### config.mk
export PLATFORM = sky130hd
export DESIGN_NAME = mips_cpu_lsu
export DESIGN_NICKNAME = d
export VERILOG_FILES = /design/src/rtl/mips_cpu_lsu_pkg.sv /design/src/rtl/mips_cpu_lsu_align.sv /design/src/rtl/mips_cpu_lsu.sv
export SDC_FILE = /design/constraint.sdc
export NUM_CORES = 1
export LEC_CHECK = 0
export BUFFER_PORTS_ARGS = -buffer_cell sky130_fd_sc_hd__buf_2
export CAP_MARGIN = 10
export CORE_ASPECT_RATIO = 2
export CORE_UTILIZATION = 40
export CTS_BUF_LIST = sky130_fd_sc_hd__clkbuf_8
export DETAILED_ROUTE_END_ITERATION = 10
export PLACE_DENSITY = 0.64
export SETUP_SLACK_MARGIN = 0.1
export SYNTH_ARGS = -nofsm -noshare
export SYNTH_HDL_FRONTEND = slang
export SYNTH_SLANG_ARGS = --single-unit
### constraint.sdc
create_clock -name clk_i -period 2.55 [get_ports clk_i]
set_input_delay 0.1275 -clock clk_i [delete_from_list [all_inputs] [get_ports clk_i]]
set_output_delay 0.1275 -clock clk_i [all_outputs]
set_load 0.1 [all_outputs]
### src/rtl/mips_cpu_lsu_pkg.sv
// Shared types and decode helpers for the MIPS load/store unit.
// Operation codes match the encoding the CPU memory stage already produces.
package mips_cpu_lsu_pkg;

    typedef enum logic [3:0] {
        OP_LB  = 4'd0,
        OP_LBU = 4'd1,
        OP_LH  = 4'd2,
        OP_LHU = 4'd3,
        OP_LW  = 4'd4,
        OP_LWL = 4'd5,
        OP_LWR = 4'd6,
        OP_SB  = 4'd8,
        OP_SH  = 4'd9,
        OP_SW  = 4'd10
    } lsu_op_t;

    typedef enum logic [1:0] {
        ST_IDLE  = 2'd0,
        ST_BUS   = 2'd1,
        ST_RDATA = 2'd2,
        ST_RESP  = 2'd3
    } lsu_state_t;

    function automatic logic is_store(input logic [3:0] op);
        return (op == OP_SB) || (op == OP_SH) || (op == OP_SW);
    endfunction

    function automatic logic is_valid_op(input logic [3:0] op);
        logic ok;
        case (op)
            OP_LB, OP_LBU, OP_LH, OP_LHU, OP_LW,
            OP_LWL, OP_LWR, OP_SB, OP_SH, OP_SW: ok = 1'b1;
            default:                             ok = 1'b0;
        endcase
        return ok;
    endfunction

    // LWL/LWR exist precisely to handle unaligned words, so they never trap.
    function automatic logic is_misaligned(input logic [3:0] op, input logic [1:0] addr_lo);
        logic mis;
        case (op)
            OP_LH, OP_LHU, OP_SH: mis = addr_lo[0];
            OP_LW, OP_SW:         mis = |addr_lo;
            default:              mis = 1'b0;
        endcase
        return mis;
    endfunction

endpackage

### src/rtl/mips_cpu_lsu_align.sv
// Lane steering for the LSU: byteenable/write-data for the request side and
// extract/extend/merge of the returned RAM word for the load side.
module mips_cpu_lsu_align
    import mips_cpu_lsu_pkg::*;
(
    input  logic [3:0]  op_i,
    input  logic [1:0]  k_i,
    input  logic [31:0] mem_i,
    input  logic [31:0] rt_i,
    input  logic [31:0] wdata_i,
    output logic [31:0] rdata_o,
    output logic [3:0]  be_o,
    output logic [31:0] lane_wdata_o
);

    logic [31:0] mem_shr;
    logic [31:0] mem_shl;
    logic [7:0]  byte_v;
    logic [15:0] half_v;
    logic [31:0] lwl_v;
    logic [31:0] lwr_v;

    // 3-k equals ~k for a 2-bit offset, which keeps the LWL shifts simple.
    always_comb begin
        mem_shr = mem_i >> {k_i, 3'b000};
        mem_shl = mem_i << {~k_i, 3'b000};
        byte_v  = mem_shr[7:0];
        half_v  = k_i[1] ? mem_i[31:16] : mem_i[15:0];
        lwl_v   = mem_shl | (rt_i & ~(32'hFFFF_FFFF << {~k_i, 3'b000}));
        lwr_v   = mem_shr | (rt_i & ~(32'hFFFF_FFFF >> {k_i, 3'b000}));
    end

    always_comb begin
        rdata_o      = 32'd0;
        be_o         = 4'b0000;
        lane_wdata_o = wdata_i;
        case (op_i)
            OP_LB: begin
                be_o    = 4'b0001 << k_i;
                rdata_o = {{24{byte_v[7]}}, byte_v};
            end
            OP_LBU: begin
                be_o    = 4'b0001 << k_i;
                rdata_o = {24'd0, byte_v};
            end
            OP_LH: begin
                be_o    = k_i[1] ? 4'b1100 : 4'b0011;
                rdata_o = {{16{half_v[15]}}, half_v};
            end
            OP_LHU: begin
                be_o    = k_i[1] ? 4'b1100 : 4'b0011;
                rdata_o = {16'd0, half_v};
            end
            OP_LW: begin
                be_o    = 4'hF;
                rdata_o = mem_i;
            end
            OP_LWL: begin
                be_o    = 4'b1111 >> ~k_i;
                rdata_o = lwl_v;
            end
            OP_LWR: begin
                be_o    = 4'b1111 << k_i;
                rdata_o = lwr_v;
            end
            OP_SB: begin
                be_o         = 4'b0001 << k_i;
                lane_wdata_o = {4{wdata_i[7:0]}};
            end
            OP_SH: begin
                be_o         = k_i[1] ? 4'b1100 : 4'b0011;
                lane_wdata_o = {2{wdata_i[15:0]}};
            end
            OP_SW: begin
                be_o = 4'hF;
            end
            default: begin
                be_o = 4'b0000;
            end
        endcase
    end

endmodule

### src/rtl/mips_cpu_lsu.sv
// Load/store unit: one CPU request becomes one aligned Avalon word transfer,
// with a single-cycle response pulse carrying the formatted load result.
//
//   state | meaning
//   IDLE  | ready for a request; req_ready high
//   BUS   | avm_read/avm_write asserted, waiting for waitrequest low
//   RDATA | RAM registered read data arrives; load result formed
//   RESP  | resp_valid pulse; stores, traps and loads all end here
module mips_cpu_lsu
    import mips_cpu_lsu_pkg::*;
#(
    parameter int ADDR_W         = 32,
    parameter bit MISALIGN_CHECK = 1'b1
) (
    input  logic              clk_i,
    input  logic              rst_ni,
    input  logic              req_valid_i,
    output logic              req_ready_o,
    input  logic [3:0]        req_op_i,
    input  logic [ADDR_W-1:0] req_addr_i,
    input  logic [31:0]       req_wdata_i,
    input  logic [31:0]       req_rt_i,
    output logic              resp_valid_o,
    output logic [31:0]       resp_rdata_o,
    output logic              resp_misaligned_o,
    output logic [ADDR_W-1:0] avm_address_o,
    output logic              avm_read_o,
    output logic              avm_write_o,
    input  logic              avm_waitrequest_i,
    output logic [31:0]       avm_writedata_o,
    output logic [3:0]        avm_byteenable_o,
    input  logic [31:0]       avm_readdata_i
);

    lsu_state_t        state_q, state_d;
    logic [3:0]        op_q, op_d;
    logic [1:0]        k_q, k_d;
    logic [31:0]       rt_q, rt_d;
    logic              req_ready_q, req_ready_d;
    logic              resp_valid_q, resp_valid_d;
    logic [31:0]       resp_rdata_q, resp_rdata_d;
    logic              resp_mis_q, resp_mis_d;
    logic [ADDR_W-1:0] avm_address_q, avm_address_d;
    logic              avm_read_q, avm_read_d;
    logic              avm_write_q, avm_write_d;
    logic [31:0]       avm_wdata_q, avm_wdata_d;
    logic [3:0]        avm_be_q, avm_be_d;

    logic [3:0]  al_op;
    logic [1:0]  al_k;
    logic [31:0] al_rdata;
    logic [3:0]  al_be;
    logic [31:0] al_wdata;
    logic        accept;
    logic        trap;

    // In IDLE the aligner sees the live request; afterwards the captured one.
    assign al_op = (state_q == ST_IDLE) ? req_op_i : op_q;
    assign al_k  = (state_q == ST_IDLE) ? req_addr_i[1:0] : k_q;

    mips_cpu_lsu_align u_align (
        .op_i         (al_op),
        .k_i          (al_k),
        .mem_i        (avm_readdata_i),
        .rt_i         (rt_q),
        .wdata_i      (req_wdata_i),
        .rdata_o      (al_rdata),
        .be_o         (al_be),
        .lane_wdata_o (al_wdata)
    );

    assign accept = req_valid_i && req_ready_q;
    assign trap   = !is_valid_op(req_op_i) ||
                    (MISALIGN_CHECK && is_misaligned(req_op_i, req_addr_i[1:0]));

    always_comb begin
        state_d       = state_q;
        op_d          = op_q;
        k_d           = k_q;
        rt_d          = rt_q;
        resp_valid_d  = 1'b0;
        resp_rdata_d  = resp_rdata_q;
        resp_mis_d    = resp_mis_q;
        avm_address_d = avm_address_q;
        avm_read_d    = avm_read_q;
        avm_write_d   = avm_write_q;
        avm_wdata_d   = avm_wdata_q;
        avm_be_d      = avm_be_q;

        case (state_q)
            ST_IDLE: begin
                if (accept) begin
                    op_d = req_op_i;
                    k_d  = req_addr_i[1:0];
                    rt_d = req_rt_i;
                    if (trap) begin
                        state_d      = ST_RESP;
                        resp_valid_d = 1'b1;
                        resp_rdata_d = 32'd0;
                        resp_mis_d   = 1'b1;
                    end else begin
                        state_d       = ST_BUS;
                        avm_address_d = {req_addr_i[ADDR_W-1:2], 2'b00};
                        avm_write_d   = is_store(req_op_i);
                        avm_read_d    = !is_store(req_op_i);
                        avm_wdata_d   = al_wdata;
                        avm_be_d      = al_be;
                    end
                end
            end
            ST_BUS: begin
                if (!avm_waitrequest_i) begin
                    avm_read_d  = 1'b0;
                    avm_write_d = 1'b0;
                    if (avm_write_q) begin
                        state_d      = ST_RESP;
                        resp_valid_d = 1'b1;
                        resp_rdata_d = 32'd0;
                        resp_mis_d   = 1'b0;
                    end else begin
                        state_d = ST_RDATA;
                    end
                end
            end
            ST_RDATA: begin
                state_d      = ST_RESP;
                resp_valid_d = 1'b1;
                resp_rdata_d = al_rdata;
                resp_mis_d   = 1'b0;
            end
            ST_RESP: begin
                state_d = ST_IDLE;
            end
            default: begin
                state_d = ST_IDLE;
            end
        endcase

        req_ready_d = (state_d == ST_IDLE);
    end

    always_ff @(posedge clk_i or negedge rst_ni) begin
        if (!rst_ni) begin
            state_q       <= ST_IDLE;
            op_q          <= 4'd0;
            k_q           <= 2'd0;
            rt_q          <= 32'd0;
            req_ready_q   <= 1'b1;
            resp_valid_q  <= 1'b0;
            resp_rdata_q  <= 32'd0;
            resp_mis_q    <= 1'b0;
            avm_address_q <= '0;
            avm_read_q    <= 1'b0;
            avm_write_q   <= 1'b0;
            avm_wdata_q   <= 32'd0;
            avm_be_q      <= 4'd0;
        end else begin
            state_q       <= state_d;
            op_q          <= op_d;
            k_q           <= k_d;
            rt_q          <= rt_d;
            req_ready_q   <= req_ready_d;
            resp_valid_q  <= resp_valid_d;
            resp_rdata_q  <= resp_rdata_d;
            resp_mis_q    <= resp_mis_d;
            avm_address_q <= avm_address_d;
            avm_read_q    <= avm_read_d;
            avm_write_q   <= avm_write_d;
            avm_wdata_q   <= avm_wdata_d;
            avm_be_q      <= avm_be_d;
        end
    end

    assign req_ready_o       = req_ready_q;
    assign resp_valid_o      = resp_valid_q;
    assign resp_rdata_o      = resp_rdata_q;
    assign resp_misaligned_o = resp_mis_q;
    assign avm_address_o     = avm_address_q;
    assign avm_read_o        = avm_read_q;
    assign avm_write_o       = avm_write_q;
    assign avm_writedata_o   = avm_wdata_q;
    assign avm_byteenable_o  = avm_be_q;

endmodule

Yosys cells after proc, flatten, opt, wreduce, memory -nomap -nowiden
Memories as Yosys holds them, arrays and structs flattened.
Index checks and enable logic that the tools add are counted.
Operators by class
  muxes and demuxes: 35
  bitwise logic cells: 8
  reduce and logical (&&, ||, !) cells: 21
  eq/ne operators: 23
  shifts and indexed selects: 7
Operators with widths (count)
  $pmux W32 S7: 1
  $mux W32: 4
  $pmux W32 S3: 1
  $and A32 B32 Y32: 2
  $not A32 Y32: 2
  $or A32 B32 Y32: 2
  $pmux W32 S2: 1
  $shl A32 B5 Y32: 1
  $shl A32 B5 Y32 const A: 1
  $shr A32 B5 Y32: 1
  $shr A32 B5 Y32 const A: 1
  $eq A4 B4 Y1 const B: 6
  $pmux W4 S5: 1
  $eq A4 B2 Y1 const B: 4
  $eq A4 B3 Y1 const B: 4
  $mux W16: 1
  $mux W1: 14
  $ne A2 B2 Y1 const B: 5
  $reduce_or A3 Y1: 3
  $mux W2: 4
  $mux W4: 2
  $pmux W2 S4: 1
  $pmux W1 S2: 3
  $pmux W1 S3: 2
  other kinds (20): 27
Word-level totals
  bits in read-only memories: 16
  register bits after elaboration: 143
  output and inout port bits: 105
  word-level logic and storage cells: 108
  memories kept: 1
Memory list
  (name not given): words 16, bits a word 1, rd ports 1, clocked after memory_dff 0, wr ports 0, RTL line mips_cpu_lsu_pkg.sv:31  | case (op)

Logic depth before layout (Yosys ltp)
Gate-level depths: netlist of the first run.
  word-level depth: 9
  mapped depth: 11

Cells and area by module
Synthesis of the first run repeated with hierarchy kept, for this count alone.
Second synthesis, totals
  cell total of the unflattened synthesis: 963
  area, all modules: 9339.0 um^2
Modules (own cells, without submodules)
  mips_cpu_lsu: sequential area each 3579.7 um^2, cells each 628, area an instance 6995.5 um^2, instances 1
  mips_cpu_lsu_align: sequential area each 0.0 um^2, cells each 335, area an instance 2343.5 um^2, instances 1

Worst setup path before layout of the first run
OpenSTA, ideal clock, no wires.
  path type: register to register
  from: register state_q[0]
  to: register resp_rdata_q[14] (netlist: resp_rdata_o[14])
  data arrival time: 2.505 ns
  required time: 2.428 ns
  path slack: -0.077 ns
  period minus slack after synthesis: 2.627 ns
  buffers on the path: 2
  stages on the path, launching flop included: 10
  cell sequence: dfrtp_1 inv_1 ha_1 buf_6 mux2i_4 buf_6 mux4_2 a222oi_1 nand2_1 a22o_1
On the way
  longest elaborated chain between the ends: 9
  elaborated cells on any way between the ends: 32
  classes of those cells: 12 x eq/ne; 4 x shift; 5 x mux; 7 x bitwise; 4 x reduce/logical
Ends and longest elaborated chain
  start, declared: RTL line mips_cpu_lsu.sv:35  | lsu_state_t state_q, state_d;
  start signal, assigned: RTL line mips_cpu_lsu.sv:158  | state_q <= state_d;
  $logic_not A2 Y1: RTL line mips_cpu_lsu.sv:58, mips_cpu_lsu.sv:59, mips_cpu_lsu.sv:90
  $mux W2: RTL line mips_cpu_lsu.sv:59  | assign al_k = (state_q == ST_IDLE) ? req_addr_i[1:0] : k_q;
  $not A2 Y2: RTL line mips_cpu_lsu_align.sv:26, mips_cpu_lsu_align.sv:29
  $shl A32 B5 Y32: RTL line mips_cpu_lsu_align.sv:29  | lwl_v = mem_shl | (rt_i & ~(32'hFFFF_FFFF << {~k_i, 3'b000}));
  $not A32 Y32: RTL line mips_cpu_lsu_align.sv:29
  $and A32 B32 Y32: RTL line mips_cpu_lsu_align.sv:29
  $or A32 B32 Y32: RTL line mips_cpu_lsu_align.sv:29
  $pmux W32 S7: RTL line mips_cpu_lsu_align.sv:37  | case (op_i)
  $pmux W32 S3: RTL line mips_cpu_lsu.sv:90  | case (state_q)
  end signal, assigned: RTL line mips_cpu_lsu.sv:164  | resp_rdata_q <= resp_rdata_d;
  end, declared: RTL line mips_cpu_lsu.sv:41  | logic [31:0] resp_rdata_q, resp_rdata_d;
Several ways; a longest one is shown, not always the timed one.
A chain may end at the register's enable or synchronous reset.

Final worst setup path of the first run
  from: register state_q[0]
  to: register resp_rdata_q[15] (netlist: resp_rdata_o[15])
The elaborated chain is that of the path after synthesis.

==> metrics.md, run 1 <==
| Metric | Value |
|---|---|
| Outcome | finished, final reports clean |
| CP arrival | 2.84 ns |
| Main combinational cell family by area after synthesis | multiplexers |
| Clk buf depth | 2 |
| Placed Cells | 1265 |
| Final Net Count | 1294 |
| Crit path time final | 2.50 ns |
| Setup crit end kind | flip-flop |
| Simple-gate area share of the yosys netlist | 15.8% |
| Mapped Avg Cell Area | 9.88 um2 |
| Clk_skew | 0.0186 ns |
| Commonest cells after routing, fill and taps aside | buf_2, nand2_1, dfrtp_1 |
| Commonest non-fill, non-tap cell in the layout | buf_2 |
| Max-slew headroom | 54.7% |
| Setup WS post-layout | 0.0492 ns |
| Ys flop type | dfrtp_1 |
| CTS Buf Count | 17 |
| Uppermost layer routed | met4 |
| Synthesized cell area | 7740 um2 |
| Yosys top cell area share | 45.9% |
| Number of flops mapped to enable cells by yosys | 0 |
| Reg2Reg Setup Slack | 0.05 ns |
| Starting Density | 40.9% |
| Post-Synth XOR/XNOR Area | 0% |
| Cells after synthesis | 784 |
| Worst setup path endpoint | resp_rdata_o[15]$_DFFE_PN0P_ |
| GRT overflow | 0 |
| CP cell instances | inv_2 > ha_4 > mux2i_4 > buf_12 > buf_4 > buf_4 > mux4_2 > a21oi_1 > nand2_1 > a22o_1 |
| Initial DRT Pass Iterations | 6 |
| Compound-gate portion of the synthesized area | 16.0% |
| # IOs | 241 |
| Critical Path RT | 2.89 ns |
| Clk_lat worst skew | 0.46 ns |
| Total of max-cap violations | 0 |
| Gpl congestion | 0.857 |
| Fraction of registers with async set/reset | 100% |
| Final Max Slew Viols | 0 |
| Unrepaired setup endpoints after global routing | yes |
| CP startpoint | state_q[0]$_DFF_PN0_ |
| Fmax | 400 MHz |
| Post-synthesis mux area share | 17.1% |
| Final setup violation count | 0 |
| Gr usage total | 26.3% |
| Hold Crit Depth | 4 |
| Least-Margin Pin Slew | 0.677 ns |
| Drt via density | 5.37 |
| Worst Setup Path Type | flip-flop to flip-flop |
| Met3 wire length | 1.58 mm |
| Final hold viol count | 0 |
| DRC viols | 0 |
| Startpoint Class | flip-flop |
| Ys Warns | 0 |
| Met2 WL | 14.0 mm |
| DPL Wire Length | 17.6 mm |
| Synth area leader | dfrtp_1 |
| Largest net degree at the start of global routing | 68 |
| Clock slew at reported path FFs | 0.08 ns |
| Num rows | 71 |
| Die span in x | 100 um |
| TritonCTS clock tree | built |
| Critical Path Max Stage Delay | 0.48 ns |
| Worst slack, placed | 0.0686 ns |
| Die ar. | 19900 um2 |
| Iter 0 DRT Violations | 453 |
| Antenna violations before repair | 1 |
| Root buf cell | clkbuf_8 |
| Syn-to-layout area delta | 45.9% |
| Number of distinct library cells after synthesis | 61 |
| Hold WC Path Type | primary input to flip-flop |
| Most area-consuming cells after synthesis | dfrtp_1, nand2_1, mux2_2 |
| Reg2Reg Depth | 10 |
| Wire per inst | 18.6 um |
| Sequential element share of the synthesized area | 46.2% |
| Reg-to-Reg Start | state_q[0]$_DFF_PN0_ |
| #FFs+latches synth | 143 |
| Hold Crit Start | avm_readdata_i[1] |
| Worst path slowest cell | mux4_2 |
| Vias in the first global route | 7668 |
| Layout cell share with drive strength beyond 1 | 38.1% |
| Reg-to-Reg End | resp_rdata_o[15]$_DFFE_PN0P_ |
| Area of the core | 18900 um2 |
| Via Count | 7634 |
| Fill cells | 1577 |
| Critical path peak fanout | 9 |
| Global-route wire length before repair | 40.2 mm |
| Final worst-path cycle share | 98.1% |
| Port Buf Inserts | 238 |
| # clock sinks | 143 |
| Chip height | 199 um |
| Post-route ant nets | 0 |
| Post-Synth Adder-Cell Area | 0.808% |
| Metal-1 WL | 9.93 mm |
| Final Instance Count excl. Fillers | 1421 |
| Total Wirelength | 26.5 mm |
| H-tree Lvls | 4 |
| Most common cell on crit path | buf_4 |
[kinds of logic (layout without fill, tap and decap cells)]
| family | Yosys count | in the layout |
|---|---|---|
| AO/OA/AOI/OAI | 174 | 174 |
| adder cells (fa/ha/maj) | 5 | 5 |
| buffers and inverters | 67 | 446 |
| flip-flops | 143 | 143 |
| multiplexers | 101 | 101 |
| other | 1 | 3 |
| AND/OR/NAND/NOR | 293 | 294 |
[stage by stage]
stage | utilization [%] | setup TNS [ns] | hold WS, ns | cell area, um2
floorplan | - | 0 | -0.168 | 7760
global placement | 49.8 | 0 | -0.0354 | 9430
detailed placement | 49.8 | 0 | -0.0333 | 9430
CTS | 58.0 | 0 | 0.000927 | 11000
global route | 59.7 | -0.0114 | 0.0398 | 11300
finish | 59.7 | 0 | 0.0387 | 11300
[how the worst min path moves through the flow]
stage                                      endpoint
finish                  resp_rdata_o[1]$_DFFE_PN0P_
detailed placement  avm_writedata_o[21]$_DFFE_PN0P_
floorplan             avm_address_o[10]$_DFFE_PN0P_
global placement    avm_writedata_o[21]$_DFFE_PN0P_
global route                     k_q[1]$_DFFE_PN0P_
CTS                     resp_rdata_o[3]$_DFFE_PN0P_
[worst max-delay path: cells and delay by family (launching register included)]
kind / cells / cell delay (ns)
flops: 1 / 0.40
simple gates: 1 / 0.08
compound gates: 2 / 0.35
buf+inv: 4 / 0.58
fa+ha+maj: 1 / 0.21
mux: 2 / 0.76
[what timing repair did]
action	CTS	global route
setup endpoints to repair	15	52
buffers inserted	11	11
hold endpoints to repair	240	0
pin swaps	5	32
hold buffers	99	0
gates resized for setup	1	40
cloned	1	2
[final cells by class]
cell class                 count  area (um2)  share of cell area, %
inverter                      13        48.8                  0.432
clock inverter                13         203                   1.79
multi-input combinational    576        4050                   35.9
timing repair buffer         402        2850                   25.2
clock buffer                  18         248                   2.19
sequential                   143        3580                   31.7
tap                          255         319                   2.82
antenna                        1        2.50                 0.0221
[flip-flops by register name (all words and copies together), names as in the netlist]
signal / cells
avm_address_o: 30
avm_byteenable_o: 4
avm_read_o: 1
avm_write_o: 1
avm_writedata_o: 32
k_q: 2
op_q: 4
req_ready_o: 1
resp_misaligned_o: 1
resp_rdata_o: 32
resp_valid_o: 1
rt_q: 32
state_q: 2
[routing by layer]
metal	global-route usage, %	up-vias
met3	5.97	60
li1	-	3563
met1	28.2	3670
met2	47.6	341
met4	13.4	0
met5	0	-
[cells in the mapped netlist, types with 3 or more instances]
library cell,n
nand2_1,208
dfrtp_1,142
nor2_1,46
mux2_2,45
a21oi_1,44
mux2i_1,36
a22o_1,34
o21ai_0,29
clkbuf_1,28
buf_2,17
a222oi_1,16
mux4_2,14
inv_1,12
nand3_1,11
a22oi_1,10
a221oi_1,8
o2111ai_1,8
nor3_1,6
ha_1,5
buf_4,4
buf_6,4
nor2b_1,4
a31oi_1,3
mux4_1,3
Power of run 1 is left out: the tool's default activity adds up to more than one toggle a clock period on the data nets, which glitch-free logic cannot reach.
==> inputs of run 2 (changes only) <==
Clock period 2.55 ns to 2.29 ns, I/O delays scaled along.
==> metrics.md, run 2 (synthesis results as in run 1) <==
| Metric | Value |
|---|---|
| Outcome | complete, but fails checks |
| Failing checks | setup timing |
| Final Max Slew Viols | 0 |
| Global-route wire length before repair | 41.2 mm |
| Port Buf Inserts | 238 |
| Initial DRT Pass Iterations | 7 |
| Final setup violation count | 32 |
| Startpoint Class | flip-flop |
| Area of placed instances | 9990 um2 |
| Worst Setup Path Type | flip-flop to flip-flop |
| Max-slew headroom | 65.5% |
| Commonest cells after routing, fill and taps aside | buf_2, nand2_1, dfrtp_1 |
| GRT overflow | 0 |
| Gpl congestion | 0.954 |
| Post-route ant nets | 0 |
| Antenna violations before repair | 5 |
| Gr usage total | 27.0% |
| Crit path time final | 2.44 ns |
| Largest net degree at the start of global routing | 58 |
| CP arrival | 2.81 ns |
| Worst path slowest cell | dfrtp_1 |
| # clock sinks | 143 |
| Final worst-path cycle share | 106% |
| Chip height | 199 um |
| Area occupied by multi-input gates | 4200 um2 |
| Die ar. | 19900 um2 |
| DRC viols | 0 |
| CTS Buf Count | 17 |
| Setup WS post-layout | -0.147 ns |
| Fmax | 410 MHz |
| # IOs | 241 |
| Unrepaired setup endpoints after global routing | yes |
| Root buf cell | clkbuf_8 |
| Hold WC Path Type | primary input to flip-flop |
| FF+latch area | 3580 um2 |
| Total of max-cap violations | 0 |
| Clk_lat worst skew | 0.48 ns |
| H-tree Lvls | 4 |
| Final Net Count | 1345 |
| Layout cell share with drive strength beyond 1 | 42.2% |
| Via Count | 7855 |
| Fill cells | 1518 |
| Wire per inst | 18.1 um |
| Starting Density | 40.9% |
| Area of the core | 18900 um2 |
| Total Wirelength | 26.7 mm |
| Critical path peak fanout | 6 |
| Least-Margin Pin Slew | 0.521 ns |
| Num rows | 71 |
| Setup crit end kind | flip-flop |
| Critical Path Max Stage Delay | 0.39 ns |
| CP cell instances | inv_2 > ha_4 > mux2i_4 > buf_12 > buf_8 > buf_16 > buf_12 > mux4_1 > a222oi_1 > nand2_1 > a22o_1 |
| Clk_skew | 0.0150 ns |
| Clock slew at reported path FFs | 0.08 ns |
| Syn-to-layout area delta | 54.2% |
| Cell family with most CP delay | buffers and inverters |
| Iter 0 DRT Violations | 489 |
| Clk buf depth | 2 |
| Vias in the first global route | 8041 |
| Buf+Inv Stages, Crit Path | 5 |
| Commonest non-fill, non-tap cell in the layout | buf_2 |
| Design Area, Final | 11900 um2 |
| Critical Path RT | 2.66 ns |
| Final hold viol count | 0 |
| Die span in x | 100 um |
| Most common cell on crit path | buf_12 |
| TritonCTS clock tree | built |
| Drt via density | 5.32 |
| DPL Wire Length | 18.4 mm |
## run 2: per-stage QoR
stage	worst slack, ns	instances	util (%)	hold slack [ns]	TNS (ns)
6_report	-0.147	1476	63.1	0.0240	-2.76
2_1_floorplan	-0.213	785	-	-0.181	-1.23
4_1_cts	-0.113	1460	61.1	0.00393	-1.49
3_5_place_dp	-0.149	1316	52.8	0.0381	-2.57
3_3_place_gp	-0.0723	1316	52.8	0.0400	-1.33
5_1_grt	-0.204	1476	63.1	0.0310	-5.30
## run 2: worst paths after layout
check                      slack [ns]                          start  cells after the start                       endpoint
max in group asynchronous        1.41                         rst_ni                      3          req_ready_o$_DFF_PN1_
setup reg to reg                -0.15           state_q[0]$_DFF_PN0_                     11   resp_rdata_o[10]$_DFFE_PN0P_
setup / recovery                -0.15           state_q[0]$_DFF_PN0_                     11   resp_rdata_o[10]$_DFFE_PN0P_
min in group asynchronous        0.10                         rst_ni                      2   avm_address_o[4]$_DFFE_PN0P_
hold reg to reg                  0.47  avm_address_o[21]$_DFFE_PN0P_                      2  avm_address_o[21]$_DFFE_PN0P_
hold / removal                   0.02                    req_op_i[0]                      3            op_q[0]$_DFFE_PN0P_
## run 2: worst reg2reg max path: cells and delay by family (launching register included)
family          cells  cell delay [ns]
compound gates      2             0.50
fa+ha+maj           1             0.21
buf+inv             5             0.61
flops               1             0.39
mux                 2             0.53
simple gates        1             0.09
## run 2: timing repair
item,CTS,global route
hold buffers,100,0
pin swaps,5,34
setup endpoints to repair,52,78
resized for setup,18,41
buffers inserted,12,7
hold endpoints to repair,217,0
cloned,1,4
## run 2: cell type report
type                    count  share of cell area (%)
flip-flops and latches    143                    30.0
diodes                      5                   0.105
clock buffers              20                    2.31
inverters                  13                   0.409
clock inverters            11                   0.891
multi-input cells         575                    35.2
repair buffers            454                    28.4
well taps                 255                    2.67
## run 2: routing by layer
metal	track usage, %	routed length, um	vias to the layer above
met5	0	0	-
met3	5.87	1610	67
met2	48.5	14300	337
met4	15.1	1140	0
li1	-	-	3669
met1	28.6	9630	3782
Power of run 2 is left out for the same reason.
==> inputs of run 3 (changes only) <==
Settings changed: REMOVE_ABC_BUFFERS set to 1.
==> metrics.md, run 3 (synthesis results as in run 1) <==
| Metric | Value |
|---|---|
| Outcome | complete, but fails checks |
| Failing checks | setup timing |
| Reg2Reg Setup Slack | -0.26 ns |
| Gr usage total | 27.4% |
| H-tree Lvls | 4 |
| Fmax | 393 MHz |
| Least-Margin Pin Slew | 0.644 ns |
| Final hold slack | 0.0293 ns |
| DRC viols | 0 |
| Total of max-cap violations | 0 |
| Clock slew at reported path FFs | 0.09 ns |
| Max-slew headroom | 57.1% |
| Final Net Count | 1349 |
| Clk_skew | 0.0174 ns |
| Die ar. | 19900 um2 |
| Total Wirelength | 27.0 mm |
| CTS Buf Count | 17 |
| Initial DRT Pass Iterations | 7 |
| CP arrival | 2.90 ns |
| TritonCTS clock tree | built |
| Vias in the first global route | 8153 |
| Critical Path RT | 2.65 ns |
| # IOs | 241 |
| # diodes | 0 |
| # clock sinks | 143 |
| Wire per inst | 18.3 um |
| Area of placed instances | 9810 um2 |
| Crit path time final | 2.55 ns |
| Design Area, Final | 12200 um2 |
| DPL Wire Length | 17.5 mm |
| Die span in x | 100 um |
| Largest net degree at the start of global routing | 65 |
| Final hold viol count | 0 |
| Area of the core | 18900 um2 |
| Post-route ant nets | 0 |
| Worst path slowest cell | dfrtp_1 |
| Commonest non-fill, non-tap cell in the layout | buf_2 |
| Reg-to-Reg Start | state_q[1]$_DFF_PN0_ |
| Clk_lat worst skew | 0.47 ns |
| Critical Path Max Stage Delay | 0.40 ns |
| Chip height | 199 um |
| Clk buf depth | 2 |
| Setup WS post-layout | -0.257 ns |
| Port Buf Inserts | 238 |
| Reg-to-Reg End | resp_rdata_o[30]$_DFFE_PN0P_ |
| Final setup violation count | 34 |
| Gpl congestion | 0.825 |
| Starting Density | 40.9% |
| Num rows | 71 |
| Syn-to-layout area delta | 57.1% |
| Global-route wire length before repair | 41.5 mm |
| GRT overflow | 0 |
| Commonest cells after routing, fill and taps aside | buf_2, nand2_1, dfrtp_1 |
| Unrepaired setup endpoints after global routing | yes |
| Hold Crit Start | req_addr_i[1] |
| CP cell instances | inv_2 > ha_4 > buf_12 > mux2i_4 > buf_6 > buf_16 > mux2i_1 > mux2i_1 > buf_4 > buf_4 > nand2_2 > o2111ai_2 > a22o_1 |
| Antenna violations before repair | 0 |
| Setup crit end kind | flip-flop |
| Iter 0 DRT Violations | 381 |
| Startpoint Class | flip-flop |
| Hold Path End | k_q[1]$_DFFE_PN0P_ |
| Reg2Reg Depth | 13 |
| Root buf cell | clkbuf_8 |
| Worst Setup Path Type | flip-flop to flip-flop |
| Final Max Slew Viols | 0 |
| Hold Crit Depth | 2 |
| Layout cell share with drive strength beyond 1 | 43.2% |
| Final worst-path cycle share | 111% |
| Critical path peak fanout | 7 |
| Hold WC Path Type | primary input to flip-flop |
| Drt via density | 5.39 |
| Via Count | 7956 |
-- run 3: changes by cell type in the layout (fill, tap and decap cells not counted), sizes merged, moves of 2 or more --
cell         previous run  this run
dlygate4sd3           100       104
bufbuf                  0         2
clkinv                  5         7
clkbuf                 24        20
clkinvlp                3         1
diode                   5         0
-- run 3: worst max path at each step --
stage,end,startpoint,depth (start not counted)
2_1_floorplan,avm_byteenable_o[2]$_DFFE_PN0P_,state_q[0]$_DFF_PN0_,5
3_3_place_gp,avm_byteenable_o[0]$_DFFE_PN0P_,state_q[0]$_DFF_PN0_,10
3_5_place_dp,resp_rdata_o[27]$_DFFE_PN0P_,state_q[0]$_DFF_PN0_,9
4_1_cts,resp_rdata_o[13]$_DFFE_PN0P_,state_q[1]$_DFF_PN0_,10
5_1_grt,resp_rdata_o[6]$_DFFE_PN0P_,state_q[1]$_DFF_PN0_,11
6_report,resp_rdata_o[30]$_DFFE_PN0P_,state_q[1]$_DFF_PN0_,13
-- run 3: cell type report --
class                           instances  area [um2]
Clock buffer                           20         275
Clock inverter                         12         131
Fill cell                            1478        6760
Inverter                               13        48.8
Multi-Input combinational cell        576        4320
Sequential cell                       143        3580
Tap cell                              255         319
Timing Repair Buffer                  457        3490
-- run 3: worst max-delay path: cells and delay by family (launching register included) --
kind	cells	cell delay, ns
compound gates	2	0.29
fa+ha+maj	1	0.15
buf+inv	6	0.77
flops	1	0.40
mux	3	0.76
simple gates	1	0.06
-- run 3: layer usage --
layer | track usage [%] | part of all wire [%]
met2 | 50.0 | 55
met5 | 0 | 0
met4 | 18.1 | 5.9
met1 | 27.6 | 34
met3 | 5.31 | 5.1
-- run 3: timing repair --
item | CTS | global route
setup buffers | 13 | 14
gates cloned | 6 | 0
gates resized for setup | 62 | 49
setup endpoints to repair | 52 | 60
hold buffers | 104 | 0
pin swaps | 57 | 29
endpoints found under the hold margin | 163 | 0
-- run 3: through the flow --
| step | TNS, ns | utilization (%) | worst slack [ns] | cells |
|---|---|---|---|---|
| floorplan | -233.20 | - | -2.53 | 731 |
| global placement | -8.82 | 51.8 | -0.230 | 1307 |
| detailed placement | -11.18 | 51.8 | -0.283 | 1307 |
| CTS | -3.31 | 62.2 | -0.182 | 1462 |
| global route | -7.32 | 64.3 | -0.360 | 1476 |
| finish | -4.14 | 64.3 | -0.257 | 1476 |
Power of run 3 is left out for the same reason.
